==> src/rtl/fifo_pkg.sv <==
// Shared pointer types and Gray/binary conversion helpers for the async FIFO
// write- and read-side controllers.
package fifo_pkg;

  localparam int DEFAULT_ADDR_WIDTH = 6;
  localparam int CONV_W             = 32;

  typedef logic [DEFAULT_ADDR_WIDTH:0]   ptr_t;
  typedef logic [DEFAULT_ADDR_WIDTH-1:0] addr_t;

  // Conversions work on a wide zero-extended value so any pointer width up to
  // CONV_W can share them; callers cast the result back to their own width.
  function automatic logic [CONV_W-1:0] bin2gray(input logic [CONV_W-1:0] b);
    return b ^ (b >> 1);
  endfunction

  function automatic logic [CONV_W-1:0] gray2bin(input logic [CONV_W-1:0] g);
    logic [CONV_W-1:0] b;
    b[CONV_W-1] = g[CONV_W-1];
    for (int i = CONV_W - 2; i >= 0; i--) begin
      b[i] = b[i+1] ^ g[i];
    end
    return b;
  endfunction

endpackage

==> src/rtl/gray_ptr_cnt.sv <==
// Binary + Gray pointer register pair with increment enable; the Gray copy is
// registered so a downstream synchronizer sees at most one bit change per edge.
module gray_ptr_cnt
  import fifo_pkg::*;
#(
  parameter int W = DEFAULT_ADDR_WIDTH + 1
) (
  input  logic         clk,
  input  logic         rst,
  input  logic         inc,
  output logic [W-2:0] addr,
  output logic [W-1:0] gray,
  output logic [W-1:0] gray_next
);

  logic [W-1:0] bin;
  logic [W-1:0] bin_next;

  assign bin_next  = bin + W'(inc);
  assign gray_next = W'(bin2gray(CONV_W'(bin_next)));
  assign addr      = bin[W-2:0];

  always_ff @(posedge clk or posedge rst) begin
    if (rst) begin
      bin  <= '0;
      gray <= '0;
    end else begin
      bin  <= bin_next;
      gray <= gray_next;
    end
  end

endmodule

==> src/rtl/fifo_wptr_full.sv <==
// Write-domain pointer and flag controller for the async FIFO.
// Define FIFO_WLEVEL_EN to build the wlevel/walmost_full occupancy path; otherwise both read 0.
module fifo_wptr_full
  import fifo_pkg::*;
#(
  parameter int ADDR_WIDTH   = DEFAULT_ADDR_WIDTH,
  parameter int AFULL_THRESH = 4
) (
  input  logic                  clk,
  input  logic                  rst,
  input  logic                  wr_en,
  input  logic [ADDR_WIDTH:0]   wq2_rptr,
  output logic                  wr_accept,
  output logic [ADDR_WIDTH-1:0] waddr,
  output logic [ADDR_WIDTH:0]   wptr,
  output logic                  wfull,
  output logic [ADDR_WIDTH:0]   wlevel,
  output logic                  walmost_full,
  output logic                  woverflow
);

  localparam int PW = ADDR_WIDTH + 1;

  logic [ADDR_WIDTH:0] wgray_next;
  logic [ADDR_WIDTH:0] rptr_full_cmp;

  // Accept decision uses only the registered full flag, so a read-pointer
  // advance in the same cycle cannot rescue a write at full.
  assign wr_accept = wr_en & ~wfull;

  gray_ptr_cnt #(.W(PW)) u_wcnt (
    .clk       (clk),
    .rst       (rst),
    .inc       (wr_accept),
    .addr      (waddr),
    .gray      (wptr),
    .gray_next (wgray_next)
  );

  // Full when the write pointer is exactly one lap ahead: top two Gray bits inverted.
  assign rptr_full_cmp = {~wq2_rptr[ADDR_WIDTH:ADDR_WIDTH-1], wq2_rptr[ADDR_WIDTH-2:0]};

  always_ff @(posedge clk or posedge rst) begin
    if (rst) begin
      wfull     <= 1'b0;
      woverflow <= 1'b0;
    end else begin
      wfull     <= (wgray_next == rptr_full_cmp);
      woverflow <= woverflow | (wr_en & wfull);
    end
  end

`ifdef FIFO_WLEVEL_EN
  localparam logic [ADDR_WIDTH:0] DEPTH  = {1'b1, {ADDR_WIDTH{1'b0}}};
  localparam logic [ADDR_WIDTH:0] THRESH = PW'(AFULL_THRESH);

  logic [ADDR_WIDTH:0] wbin_next;
  logic [ADDR_WIDTH:0] rbin;
  logic [ADDR_WIDTH:0] wlevel_next;
  logic                walmost_full_next;

  // Modulo subtraction absorbs pointer wrap; result stays within 0..DEPTH.
  assign wbin_next         = PW'(gray2bin(CONV_W'(wgray_next)));
  assign rbin              = PW'(gray2bin(CONV_W'(wq2_rptr)));
  assign wlevel_next       = wbin_next - rbin;
  assign walmost_full_next = (DEPTH - wlevel_next) <= THRESH;

  always_ff @(posedge clk or posedge rst) begin
    if (rst) begin
      wlevel       <= '0;
      walmost_full <= 1'b0;
    end else begin
      wlevel       <= wlevel_next;
      walmost_full <= walmost_full_next;
    end
  end
`else
  assign wlevel       = '0;
  assign walmost_full = 1'b0;
`endif

endmodule
==> config.mk <==
export PLATFORM = sky130hd
export DESIGN_NAME = fifo_wptr_full
export DESIGN_NICKNAME = d
export VERILOG_FILES = /design/src/rtl/fifo_pkg.sv /design/src/rtl/gray_ptr_cnt.sv /design/src/rtl/fifo_wptr_full.sv
export SDC_FILE = /design/constraint.sdc
export NUM_CORES = 1
export LEC_CHECK = 0
export ABC_CLOCK_PERIOD_IN_PS = 2320
export CAP_MARGIN = 20
export CORE_MARGIN = 2
export CORE_UTILIZATION = 42
export CTS_BUF_LIST = sky130_fd_sc_hd__clkbuf_16
export DETAILED_ROUTE_END_ITERATION = 7
export GPL_TIMING_DRIVEN = 0
export PLACE_DENSITY_LB_ADDON = 0.05
export SETUP_SLACK_MARGIN = 0.3
export SKIP_LAST_GASP = 1
export SYNTH_ARGS = -nofsm -noshare
export SYNTH_HDL_FRONTEND = slang
export SYNTH_SLANG_ARGS = --single-unit
export TNS_END_PERCENT = 20
==> constraint.sdc <==
create_clock -name clk -period 2.32 [get_ports clk]
set_input_delay 0.464 -clock clk [delete_from_list [all_inputs] [get_ports clk]]
set_output_delay 0.464 -clock clk [all_outputs]
set_load 0.1 [all_outputs]
==> run metrics, run 1 <==
worst path cell trace clkdlybuf4s50_1; GRT Residual Overflow 0; status complete, no violations; Post-Syn Area 865 µm²; met2 global-route usage 0.264; yosys warns 0; Initial Util 0.445; Die Area 2440 µm²; critical path peak fanout 2; total routed wirelength between 1500 and 2000 µm; slew of the pin with the lowest slew margin approximately 0.97 ns; arrival time worst endpoint 1.72 ns; Worst Hold Class reg2reg; unrepaired setup endpoints after global routing true; post-DR wirelength/cell about 11 µm; Yosys cell types 26; Post-Synth XOR/XNOR Area 0.256; Final Max Tran Viols 0; First-pass DRT Iterations 4; Bufs on Longest Clock Path 2; core area 1940 µm²; TritonCTS clock tree yes; Slowest-stage cell, CP clkdlybuf4s50_1; Final Hold Vio Count 0; antenna diode count 0; layer with the highest usage met2; port bufs 25; DRC 0; most common cell after layout, fill and taps aside clkdlybuf4s50_1; crit-path leading delay family buffers and inverters; Root Buffer clkbuf_16; area delta synth->final 53.5%; M3 GR Usage 0.0337; die outline width approximately 50 µm; Simple-Gate Fraction of Synth Area 0.109; Final #Nets 126; #FFs+latches synth 15; CP Launch Type flip-flop; Final HPWL DP 1220 µm; Filler Cell Count 161; most frequent cells in the layout clkdlybuf4s50_1, buf_4, dfrtp_1; final setup vio count 0; I/O pin total 34; mux cell area share after synthesis 0; largest net degree at the start of global routing 16; Buf/Inv on CP 1; fin crit share 0.942; CP endpoint kind output port; cell count after synthesis 74; largest family of logic cells by synthesized area XOR/XNOR gates; Iter 0 DRT Violations 1; final core utilization 0.684; Clock Sink Count 15; Num CTS Buffers 3; # Max-Cap Violations 0; WP data required approximately 1.9 ns; die height between 40 and 50 µm; Via-to-Cell Ratio 4.44; Rows 16; worst clock skew 0.00272 ns; post-layout min period 2.19 ns; RePlAce Congestion around 0.8; synthesized-area fraction occupied by adder cells 0.0289; global-route wire length before repair 2750 µm; fmax between 400 and 500 MHz; vias post-DR between 600 and 700; slowest stage delay, CP 1.13 ns; average size of a mapped cell 11.7 µm²; number of global-route vias before repair between 600 and 700; # H-tree levels 1; layout cells sized above 1 0.257; critical path class reg2out; Hold-fix buffers, CTS 0; Clock Latency Late Sink 0.24 ns; met1 global-route usage 0.178; Worst-path clk slew 0.05 ns; Total GRT Usage 0.150; initial antenna violation count 0; Antenna Violating Nets Remaining 0; post-synthesis sequential area ratio 0.434; Compound-Gate Fraction of Synth Area 0.0593; Max transition margin 0.350
[worst reg2reg max path, stage by stage (launching register included)]
cell	delay [ns]
dfrtp_4	0.49
nor2b_4	0.16
ha_4	0.15
and4_4	0.22
and3_4	0.19
xnor3_1	0.22
or3b_1	0.39
a211oi_2	0.23
[what timing repair did]
action,4_1_cts,5_1_grt
buffers inserted,3,0
endpoints found under the setup margin,17,15
pin swaps,3,0
resized for setup,10,3
[per-stage QoR]
stage               instance area, µm²  instances  setup slack (ns)  hold WS, ns  TNS (ns)
finish                            1330        140             0.135        0.448         0
global route                      1330        140            0.0493        0.477         0
CTS                               1320        140            0.0376        0.455         0
detailed placement                1210        133            -0.431        0.444    -0.800
global placement                  1210        133            -0.427        0.438    -0.738
floorplan                          923         81            -0.384        0.366    -0.384
[layer usage]
| metal | part of all wire | vias up |
|---|---|---|
| met5 | 0 | - |
| met4 | 0.016 | 0 |
| met3 | 0.061 | 4 |
| met2 | 0.50 | 18 |
| met1 | 0.42 | 289 |
| li1 | - | 311 |
[layout make-up]
type / count / area [µm²] / area share
repair buffers: 28 / 280 / 0.211
clock buffers: 3 / 75.1 / 0.0566
plain buffers: 12 / 87.6 / 0.0660
clock inverters: 1 / 5.00 / 0.00377
multi-input cells: 52 / 459 / 0.346
inverters: 2 / 7.51 / 0.00566
well taps: 27 / 33.8 / 0.0254
flip-flops and latches: 15 / 379 / 0.286
[synth_stat cells]
cell      count  area, µm²
nand3b_1      1       7.51
and4_1        1       8.76
nand4_1       1       6.26
xor2_1        8       70.1
o211ai_1      2       15.0
xor3_1        1       23.8
conb_1        1       3.75
a21o_1        1       7.51
ha_1          2       25.0
a21boi_0      1       7.51
dfrtp_1      15        375
xnor2_1      12        105
buf_4        11       82.6
nand4b_1      1       8.76
clkbuf_1      1       3.75
and3_4        1       11.3
a211oi_2      1       12.5
inv_1         2       7.51
or3b_1        1       8.76
and2b_1       1       7.51
nand3_1       3       15.0
xnor3_1       1       22.5
nor2b_1       1       6.26
and3_1        1       6.26
nand2_1       2       7.51
o221ai_1      1       8.76
[flip-flops by register name, indices dropped and copies added, names as in the netlist]
name and count:
u_wcnt.gray 6, woverflow 1, wfull 1, u_wcnt.bin 7
[logic make-up after synthesis]
logic type	Yosys count
adders and majority gates	2
other	1
and+or+nand+nor	14
buffers and inverters	14
AOI/OAI and AO/OA	6
xor gates and xnor gates	22
DFF	15
[final timing paths]
kind,cells past startpoint,startpoint,slack (ns),to
setup / recovery,1,u_wcnt.bin[3]$_DFF_PP0_,0.13,waddr[3]
hold / removal,1,woverflow$_DFF_PP0_,0.45,woverflow$_DFF_PP0_
setup reg to reg,7,wfull$_DFF_PP0_,0.17,wfull$_DFF_PP0_
hold reg to reg,1,woverflow$_DFF_PP0_,0.45,woverflow$_DFF_PP0_
max in group asynchronous,2,rst,1.34,wfull$_DFF_PP0_
min in group asynchronous,2,rst,0.57,u_wcnt.gray[0]$_DFF_PP0_
Power of run 1 is not shown: default switching activity piles up to over one toggle a cycle in this logic, so the estimate is an artifact.
==> run 2, diff against run 1 <==
--- a/config.mk
+++ b/config.mk
@@ -12,7 +12,7 @@
 export CTS_BUF_LIST = sky130_fd_sc_hd__clkbuf_16
 export DETAILED_ROUTE_END_ITERATION = 7
 export GPL_TIMING_DRIVEN = 0
-export PLACE_DENSITY_LB_ADDON = 0.05
+export PLACE_DENSITY = 0.78
 export SETUP_SLACK_MARGIN = 0.3
 export SKIP_LAST_GASP = 1
 export SYNTH_ARGS = -nofsm -noshare
==> run metrics, run 2 (synthesis gave the netlist of run 1 again) <==
# H-tree levels 1 (unchanged); Clock Sink Count 15 (unchanged); post-DR wirelength/cell 12.0 µm (was 11.4 µm); status complete, no violations (unchanged); Worst-path clk slew 0.04 ns (was 0.05 ns); worst path cell trace clkdlybuf4s50_1 (unchanged); CP Launch Type flip-flop (unchanged); Initial Util 0.445 (unchanged); critical path peak fanout 3 (was 2); arrival time worst endpoint 1.80 ns (was 1.72 ns); Root Buffer clkbuf_16 (unchanged); antenna diode count 0 (unchanged); Worst Hold Class reg2reg (unchanged); final setup vio count 0 (unchanged); port bufs 25 (unchanged); register name with the most flops u_wcnt.bin (unchanged); initial antenna violation count 0 (unchanged); Slowest-stage cell, CP clkdlybuf4s50_1 (unchanged); unrepaired setup endpoints after global routing true (unchanged); core area 1940 µm² (unchanged); Filler Cell Count 157 (was 161); total routed wirelength 1680 µm (was 1600 µm); slowest stage delay, CP 1.14 ns (was 1.13 ns); fin cells 140 (unchanged); most frequent cells in the layout clkdlybuf4s50_1, buf_4, dfrtp_1 (unchanged); fmax 442 MHz (was 458 MHz); Final #Nets 126 (unchanged); I/O pin total 34 (unchanged); vias post-DR 616 (was 622); Final Hold Vio Count 0 (unchanged); WP data required 1.86 ns (about the same); Final Max Tran Viols 0 (unchanged); DRC 0 (unchanged); Iter 0 DRT Violations 7 (was 1); # Max-Cap Violations 0 (unchanged); most common cell after layout, fill and taps aside clkdlybuf4s50_1 (unchanged); Min Hold Slack 0.451 ns (was 0.448 ns); Regs by FF count u_wcnt.bin (7), u_wcnt.gray (6) (unchanged); Rows 16 (unchanged); Via-to-Cell Ratio 4.40 (was 4.44); area delta synth->final 53.1% (was 53.5%); max FFs per register 7 (unchanged); fin crit share 0.976 (was 0.942); RePlAce Congestion 0.726 (was 0.786); Placed Cells 133 (unchanged); global-route wire length before repair 2810 µm (was 2750 µm); largest net degree at the start of global routing 16 (unchanged); layout cells sized above 1 0.248 (was 0.257); Die Area 2440 µm² (unchanged); crit-path leading delay family buffers and inverters (unchanged); Num CTS Buffers 3 (unchanged); die outline width 49.4 µm (unchanged); Bufs on Longest Clock Path 2 (unchanged); CP endpoint kind output port (unchanged); GRT Residual Overflow 0 (unchanged); Buf/Inv on CP 1 (unchanged); critical path class reg2out (unchanged); worst clock skew 0.00248 ns (was 0.00272 ns); Hold-fix buffers, CTS 0 (unchanged); Max transition margin 0.349 (was 0.350); First-pass DRT Iterations 4 (unchanged); number of global-route vias before repair 596 (was 627); post-layout min period 2.26 ns (was 2.19 ns); die height 49.4 µm (unchanged); Antenna Violating Nets Remaining 0 (unchanged); TritonCTS clock tree yes (unchanged); Clock Latency Late Sink 0.24 ns (about the same); Final HPWL DP 1250 µm (was 1220 µm); Total GRT Usage 0.157 (was 0.150); slew of the pin with the lowest slew margin 0.973 ns (about the same)
[run 2: cell types whose count changed in the layout (fill, tap and decap cells not counted), sizes merged]
cell,change
clkdlybuf4s50,+1
clkinv,-1
inv,+1
dlymetal6s2s,-1
[run 2: final cells by class]
cell class | count | area [µm²] | area share
well taps | 27 | 33.8 | 0.0255
repair buffers | 28 | 278 | 0.210
plain buffers | 12 | 87.6 | 0.0662
clock inverters | 1 | 3.75 | 0.00284
clock buffers | 3 | 75.1 | 0.0567
flip-flops and latches | 15 | 379 | 0.286
inverters | 2 | 7.51 | 0.00567
multi-input cells | 52 | 459 | 0.347
[run 2: worst paths after layout]
path	from	to	slack, ns	depth (start not counted)
max	wfull$_DFF_PP0_	wfull	0.06	1
min	woverflow$_DFF_PP0_	woverflow$_DFF_PP0_	0.45	1
max reg2reg	wfull$_DFF_PP0_	wfull$_DFF_PP0_	0.18	7
min reg2reg	woverflow$_DFF_PP0_	woverflow$_DFF_PP0_	0.45	1
max in group asynchronous	rst	wfull$_DFF_PP0_	1.32	2
min in group asynchronous	rst	u_wcnt.gray[1]$_DFF_PP0_	0.58	2
[run 2: routing by layer]
metal | routed length (µm) | global-route usage | up-vias
met3 | 62 | 0.0429 | 4
met5 | 0 | 0 | -
li1 | - | - | 302
met4 | 36 | 0.0926 | 0
met1 | 701 | 0.174 | 295
met2 | 879 | 0.268 | 15
[run 2: repair_timing]
item                                    CTS  global route
resized for setup                        10             2
endpoints found under the setup margin   17            14
pin swaps                                 3             0
setup buffers                             3             0
[run 2: through the flow]
step / util / setup TNS, ns / setup slack (ns) / area (µm²)
floorplan: - / -0.384 / -0.384 / 923
global placement: 0.622 / -0.728 / -0.414 / 1210
detailed placement: 0.622 / -0.792 / -0.426 / 1210
CTS: 0.679 / 0 / 0.0414 / 1320
global route: 0.682 / 0 / 0.0297 / 1320
finish: 0.682 / 0 / 0.0560 / 1320
Power of run 2 is left out for the same reason.
